### src/rtl/trace_pkg.sv
// Shared types for the retirement trace buffer: record kinds, run state and
// the packed trace record carried through the FIFO.
package trace_pkg;

    typedef enum logic [2:0] {
        KIND_REG   = 3'd0,
        KIND_LOAD  = 3'd1,
        KIND_STORE = 3'd2,
        KIND_OTHER = 3'd3,
        KIND_HALT  = 3'd4
    } kind_e;

    typedef enum logic [1:0] {
        ST_RUN     = 2'd0,
        ST_HALTED  = 2'd1,
        ST_TIMEOUT = 2'd2
    } state_e;

    typedef struct packed {
        kind_e       kind;
        logic [15:0] inum;
        logic [15:0] pc;
        logic [15:0] inst;
        logic [3:0]  dst_reg;
        logic [15:0] value;
        logic [15:0] addr;
    } trace_rec_t;

    localparam int REC_W = $bits(trace_rec_t);

    // Register writes outrank halt, which outranks a plain store.
    function automatic kind_e classify(input logic regwrite, input logic memread,
                                       input logic hlt, input logic memwrite);
        kind_e k;
        if (regwrite && memread) begin
            k = KIND_LOAD;
        end else if (regwrite) begin
            k = KIND_REG;
        end else if (hlt) begin
            k = KIND_HALT;
        end else if (memwrite) begin
            k = KIND_STORE;
        end else begin
            k = KIND_OTHER;
        end
        return k;
    endfunction

endpackage

### src/rtl/trace_fifo.sv
// Register-array FIFO; the head is read straight from storage so consumers see
// a registered value, forced to zero while empty.
module trace_fifo #(
    parameter int DEPTH = 16,
    parameter int WIDTH = 87
) (
    input  logic             clk,
    input  logic             rst,
    input  logic             push,
    input  logic             pop,
    input  logic [WIDTH-1:0] push_data,
    output logic [WIDTH-1:0] head_data,
    output logic             full,
    output logic             empty
);
    localparam int AW = $clog2(DEPTH);
    localparam logic [AW:0] FULL_CNT = (AW+1)'(DEPTH);
    localparam logic [AW:0] ONE = (AW+1)'(1);

    logic [WIDTH-1:0] mem_r [DEPTH];
    logic [AW:0]      wr_ptr_r;
    logic [AW:0]      rd_ptr_r;
    logic [AW:0]      count_s;
    logic             do_pop_s;
    logic             do_push_s;

    assign count_s   = wr_ptr_r - rd_ptr_r;
    assign empty     = (count_s == '0);
    assign full      = (count_s == FULL_CNT);
    assign do_pop_s  = pop & ~empty;
    // A same-cycle pop frees the slot a full-FIFO push needs.
    assign do_push_s = push & (~full | do_pop_s);
    assign head_data = empty ? '0 : mem_r[rd_ptr_r[AW-1:0]];

    // Pointer update; reset empties the FIFO.
    always_ff @(posedge clk) begin
        if (rst) begin
            wr_ptr_r <= '0;
            rd_ptr_r <= '0;
        end else begin
            if (do_push_s) begin
                wr_ptr_r <= wr_ptr_r + ONE;
            end
            if (do_pop_s) begin
                rd_ptr_r <= rd_ptr_r + ONE;
            end
        end
    end

    // Storage needs no reset: stale entries are never visible past the pointers.
    always_ff @(posedge clk) begin
        if (do_push_s) begin
            mem_r[wr_ptr_r[AW-1:0]] <= push_data;
        end
    end

endmodule

### src/rtl/retire_trace_buffer.sv
// Classifies each retired instruction into a numbered trace record, buffers it,
// and tracks halt / watchdog run state.
module retire_trace_buffer
    import trace_pkg::*;
#(
    parameter int DEPTH   = 16,
    parameter int TIMEOUT = 100000
) (
    input  logic        clk,
    input  logic        rst,
    input  logic        ret_valid,
    input  logic [15:0] ret_pc,
    input  logic [15:0] ret_inst,
    input  logic        ret_regwrite,
    input  logic [3:0]  ret_dst_reg,
    input  logic [15:0] ret_dst_data,
    input  logic        ret_memread,
    input  logic        ret_memwrite,
    input  logic [15:0] ret_mem_addr,
    input  logic [15:0] ret_mem_data,
    input  logic        ret_hlt,
    output logic        out_valid,
    input  logic        out_ready,
    output logic [2:0]  out_kind,
    output logic [15:0] out_inum,
    output logic [15:0] out_pc,
    output logic [15:0] out_inst,
    output logic [3:0]  out_reg,
    output logic [15:0] out_value,
    output logic [15:0] out_addr,
    output logic        overflow,
    output logic        timeout,
    output logic        done
);
    localparam logic [31:0] TIMEOUT_C = 32'(TIMEOUT);

    state_e             state_r;
    logic [31:0]        cyc_cnt_r;
    logic [15:0]        inum_r;
    logic               overflow_r;
    kind_e              kind_s;
    trace_rec_t         rec_s;
    trace_rec_t         head_s;
    logic [REC_W-1:0]   head_vec_s;
    logic               fifo_full_s;
    logic               fifo_empty_s;
    logic               pop_s;
    logic               trip_s;
    logic               capture_s;

    assign trip_s    = (cyc_cnt_r == TIMEOUT_C);
    assign pop_s     = ~fifo_empty_s & out_ready;
    // On the watchdog cycle only a halt is still captured.
    assign capture_s = (state_r == ST_RUN) & ret_valid & (~trip_s | (kind_s == KIND_HALT));

    // Record assembly from the retirement signals.
    always_comb begin
        kind_s       = classify(ret_regwrite, ret_memread, ret_hlt, ret_memwrite);
        rec_s        = '0;
        rec_s.kind   = kind_s;
        rec_s.inum   = inum_r;
        rec_s.pc     = ret_pc;
        rec_s.inst   = ret_inst;
        case (kind_s)
            KIND_REG: begin
                rec_s.dst_reg = ret_dst_reg;
                rec_s.value   = ret_dst_data;
            end
            KIND_LOAD: begin
                rec_s.dst_reg = ret_dst_reg;
                rec_s.value   = ret_dst_data;
                rec_s.addr    = ret_mem_addr;
            end
            KIND_STORE: begin
                rec_s.value = ret_mem_data;
                rec_s.addr  = ret_mem_addr;
            end
            default: begin
                rec_s.value = 16'h0000;
            end
        endcase
    end

    // Run-state FSM, cycle and instruction counters, sticky overflow.
    always_ff @(posedge clk) begin
        if (rst) begin
            state_r    <= ST_RUN;
            cyc_cnt_r  <= 32'd0;
            inum_r     <= 16'd0;
            overflow_r <= 1'b0;
        end else begin
            if (capture_s) begin
                inum_r <= inum_r + 16'd1;
            end
            if (capture_s & fifo_full_s & ~pop_s) begin
                overflow_r <= 1'b1;
            end
            case (state_r)
                ST_RUN: begin
                    cyc_cnt_r <= cyc_cnt_r + 32'd1;
                    if (capture_s && (kind_s == KIND_HALT)) begin
                        state_r <= ST_HALTED;
                    end else if (trip_s) begin
                        state_r <= ST_TIMEOUT;
                    end
                end
                default: begin
                    state_r <= state_r;
                end
            endcase
        end
    end

    trace_fifo #(
        .DEPTH (DEPTH),
        .WIDTH (REC_W)
    ) u_fifo (
        .clk       (clk),
        .rst       (rst),
        .push      (capture_s),
        .pop       (pop_s),
        .push_data (rec_s),
        .head_data (head_vec_s),
        .full      (fifo_full_s),
        .empty     (fifo_empty_s)
    );

    assign head_s    = trace_rec_t'(head_vec_s);
    assign out_valid = ~fifo_empty_s;
    assign out_kind  = head_s.kind;
    assign out_inum  = head_s.inum;
    assign out_pc    = head_s.pc;
    assign out_inst  = head_s.inst;
    assign out_reg   = head_s.dst_reg;
    assign out_value = head_s.value;
    assign out_addr  = head_s.addr;
    assign overflow  = overflow_r;
    assign timeout   = (state_r == ST_TIMEOUT);
    assign done      = (state_r != ST_RUN) & fifo_empty_s;

endmodule

### config.mk
export PLATFORM = sky130hd
export DESIGN_NAME = retire_trace_buffer
export DESIGN_NICKNAME = d
export VERILOG_FILES = /design/src/rtl/trace_pkg.sv /design/src/rtl/trace_fifo.sv /design/src/rtl/retire_trace_buffer.sv
export SDC_FILE = /design/constraint.sdc
export NUM_CORES = 2
export LEC_CHECK = 0
export ABC_AREA = 1
export BUFFER_PORTS_ARGS = -buffer_cell sky130_fd_sc_hd__buf_4
export CAP_MARGIN = 20
export CORE_UTILIZATION = 50
export CTS_CLUSTER_DIAMETER = 50
export DETAILED_ROUTE_END_ITERATION = 16
export PLACE_DENSITY = 0.69
export SLEW_MARGIN = 20
export SYNTH_ARGS = -nofsm -noshare
export SYNTH_HDL_FRONTEND = slang
export SYNTH_SLANG_ARGS = --single-unit
### constraint.sdc
create_clock -name clk -period 10.17 [get_ports clk]
set_input_delay 2.034 -clock clk [delete_from_list [all_inputs] [get_ports clk]]
set_output_delay 2.034 -clock clk [all_outputs]
set_load 0.005 [all_outputs]
==> flow_summary.json <==
{
  "grt_pass1_vias": 35200,
  "yosys-top-cells-area": "edfxtp_1 69%, mux2i_1 4.6%, a21oi_1 3.8%",
  "via_per_inst": 5.53,
  "ant_nets": 0,
  "r2r-end": "u_fifo.mem_r[5][10]$_DFFE_PP_",
  "crit_fanout": 236,
  "r2r_start": "cyc_cnt_r[0]$_SDFFE_PP0N_",
  "clock_sinks": 1457,
  "required_ns": 8.14,
  "core_area_sq_um": 120000,
  "critical-path-slowest-cell": "buf_4",
  "synth-seq-cells": 1457,
  "period_share_pct": 60.1,
  "drc_errors": 0,
  "p_int_mw": 10.6,
  "crit_type": "register to output pin",
  "grt_antenna_before_repair": 3,
  "clk_path_buf_depth": 3,
  "wl_per_cell_microns": 20.6,
  "place_hpwl_mm": 70.0,
  "cts.clk_slew.worst_paths_ns": 0.06,
  "root_buffer": "clkbuf_16",
  "die_y_microns": 350,
  "fmax_mhz": 164,
  "syn_avg_cell_area_sq_um": 12.5,
  "routed_wl_mm": 137,
  "fin_crit_ns": 6.11,
  "power_density_nw_per_um2": 213,
  "htree_levels": 4,
  "worst_slew_pin_slew_ns": 1.36,
  "first_pass_iters": 8,
  "rrSetupSlack_ns": 5.70,
  "switchingPower_mw": 3.86,
  "slew_viol_final": 0,
  "status": "completed",
  "cts_resized": 0,
  "async_flop_share_pct": 0,
  "grt_max_degree": 237,
  "cts_buffers": 150,
  "postCtsSetupRepairBufs": 0,
  "rr_worst_depth": 11,
  "dp_cells": 6391,
  "netlist_area_sq_um": 60500,
  "track_usage_pct": 22.2,
  "ys_seq_area_share_pct": 71.2,
  "p_leak_nw": 24.8,
  "finalSetupViolCount": 0,
  "cts_tree": "built",
  "timing.final.hold_violations": 0,
  "synth.distinct_cells": 41,
  "io_pins": 183,
  "insertion_delay_ns": 0.75,
  "setup_tns_ns": 0,
  "drive_above_1_share_pct": 10.0,
  "fin_area_sq_um": 67600,
  "synth_cells": 4823,
  "gp_congestion": 0.776,
  "arrival_ns": 4.08,
  "relSlewSlack_pct": 9.09,
  "worstPathCellList": "inv_16 -> buf_4 -> a21oi_1 -> o21ai_0 -> nand3_1 -> nand3_1 -> nand2_1 -> nor2_1 -> buf_4",
  "grt_overflow": 0,
  "synthToLayoutAreaGrowth_pct": 11.8,
  "pwr-share-comb_pct": 16.8,
  "hp-class": "register to register",
  "netlist.area_leader.share_pct": 69.1,
  "seqPwrFrac_pct": 46.8,
  "start_util_pct": 50.4,
  "crit_end": "out_addr[14]",
  "final_util_pct": 56.4,
  "dr_total_vias": 36900,
  "nFillCells": 9493,
  "nNetsFinal": 5035,
  "rsz0062_at_grt": "no",
  "rows": 127,
  "vdd_drop_max_uv": 157,
  "crit_path_end_kind": "output pin",
  "synth-edff-count": 1392,
  "switching_share_pct": 26.7,
  "die_w_microns": 350,
  "yosys_warnings": 0,
  "io_buffers": 182,
  "seqCellArea_sq_um": 43100,
  "synthFlopType": "edfxtp_1",
  "placed_area_sq_um": 62900,
  "cp-start-kind": "register",
  "clock_power_share_pct": 36.5,
  "timing.max_cap.violations": 0,
  "die_area_sq_um": 122000,
  "synth_fp_nets": 4927,
  "multi_input_area_sq_um": 13900,
  "drt-initial-drc-count": 3546,
  "max_stage_delay_ns": 0.97,
  "holdBufCountCts": 0,
  "final.setup_skew_ns": 0.0290,
  "fin_cells": 6669,
  "synth_top_cell_by_area": "edfxtp_1",
  "grt_pass1_wl_mm": 206
}
per-layer routing:
metal / up-vias / global-route usage [%] / wire length [microns]
li1: 17400 / - / -
met1: 18100 / 30.4 / 59200
met2: 1107 / 36.8 / 66800
met3: 217 / 3.34 / 7680
met4: 0 / 7.04 / 3420
met5: - / 0 / 0
worst min path at each step:
stage                                     from  slack (ns)                          to  cells after the start
floorplan           cyc_cnt_r[28]$_SDFFE_PP0N_        0.45  cyc_cnt_r[28]$_SDFFE_PP0N_                      2
global placement    cyc_cnt_r[28]$_SDFFE_PP0N_        0.46  cyc_cnt_r[28]$_SDFFE_PP0N_                      2
detailed placement  cyc_cnt_r[28]$_SDFFE_PP0N_        0.47  cyc_cnt_r[28]$_SDFFE_PP0N_                      2
CTS                 cyc_cnt_r[28]$_SDFFE_PP0N_        0.48  cyc_cnt_r[28]$_SDFFE_PP0N_                      2
global route        cyc_cnt_r[28]$_SDFFE_PP0N_        0.52  cyc_cnt_r[28]$_SDFFE_PP0N_                      2
finish              cyc_cnt_r[28]$_SDFFE_PP0N_        0.48  cyc_cnt_r[28]$_SDFFE_PP0N_                      2
flip-flops by register name, summed over array words and instances (netlist names), named ones only:
signal,count
u_fifo.wr_ptr_r,5
u_fifo.mem_r,1392
state_r,2
inum_r,16
cyc_cnt_r,32
u_fifo.rd_ptr_r,5
overflow,1
power groups by stage:
| stage | Combinational, mW | Sequential (mW) | Clock, mW |
|---|---|---|---|
| 2_1_floorplan | 1.66 | 6.84 | 0 |
| 3_3_place_gp | 2.38 | 6.87 | 0 |
| 3_5_place_dp | 2.42 | 6.87 | 0 |
| 4_1_cts | 2.44 | 6.74 | 5.33 |
| 5_1_grt | 2.67 | 6.75 | 5.56 |
| 6_report | 2.42 | 6.74 | 5.26 |
logic make-up (layout without fill, tap and decap cells):
kind of cell | Yosys count | after routing | synth area share [%]
buf+inv | 796 | 1026 | 5.86
other cells | 0 | 4 | 0
simple gates | 1278 | 1278 | 9.16
mux | 282 | 282 | 4.67
compound gates | 971 | 971 | 8.44
flops | 1457 | 1457 | 71.2
fa+ha+maj | 12 | 12 | 0.248
xor+xnor | 27 | 27 | 0.391
cells in the mapped netlist, types with 12 or more instances:
library cell / number
a21oi_1: 456
a22o_1: 16
buf_1: 40
buf_2: 81
buf_4: 27
buf_6: 47
clkbuf_1: 91
dfxtp_1: 65
edfxtp_1: 1392
ha_1: 12
inv_1: 502
mux2i_1: 281
nand2_1: 528
nand3_1: 422
nor2_1: 258
nor3_1: 31
o211ai_1: 67
o21ai_0: 338
o21ai_1: 88
xor2_1: 17
metrics by stage:
| step | setup slack, ns | hold WS [ns] | power (mW) |
|---|---|---|---|
| floorplan | 0.363 | 0.448 | 8.51 |
| global placement | 3.76 | 0.460 | 9.25 |
| detailed placement | 3.76 | 0.470 | 9.29 |
| CTS | 4.00 | 0.479 | 14.5 |
| global route | 3.82 | 0.516 | 15.0 |
| finish | 4.06 | 0.477 | 14.4 |
cells in the final DEF, fill, tap and decap left out, drive strengths merged:
master       n
nand3      426
diode        4
clkinvlp     6
edfxtp    1392
o221a        1
a31oi        1
nor2       267
dfxtp       65
ha          12
o21ai      426
bufinv       9
buf        242
mux2i      281
o211ai      67
mux2         1
inv        516
xor2        17
clkinv      72
a22o        16
nand2      535
nor3        33
clkbuf     181
nand3b       6
or2          1
a211oi       1
xnor2       10
a221oi       1
nand4       10
a21oi      458
critical path: cells and delay by family (launching register included):
family | cells | cell delay, ns
buffers and inverters | 3 | 1.78
AND/OR/NAND/NOR | 4 | 0.61
flip-flops | 1 | 0.51
AO/OA/AOI/OAI | 2 | 0.22
layout make-up:
class                      count  share of cell area (%)
sequential                  1457                    63.7
tap                         1612                    2.98
antenna                        4                  0.0148
clock inverter                93                    1.13
clock buffer                 181                    5.85
timing repair buffer         242                    2.81
multi-input combinational   2570                    20.6
inverter                     510                    2.87
Note: power is estimated with default switching activity, not from simulation.
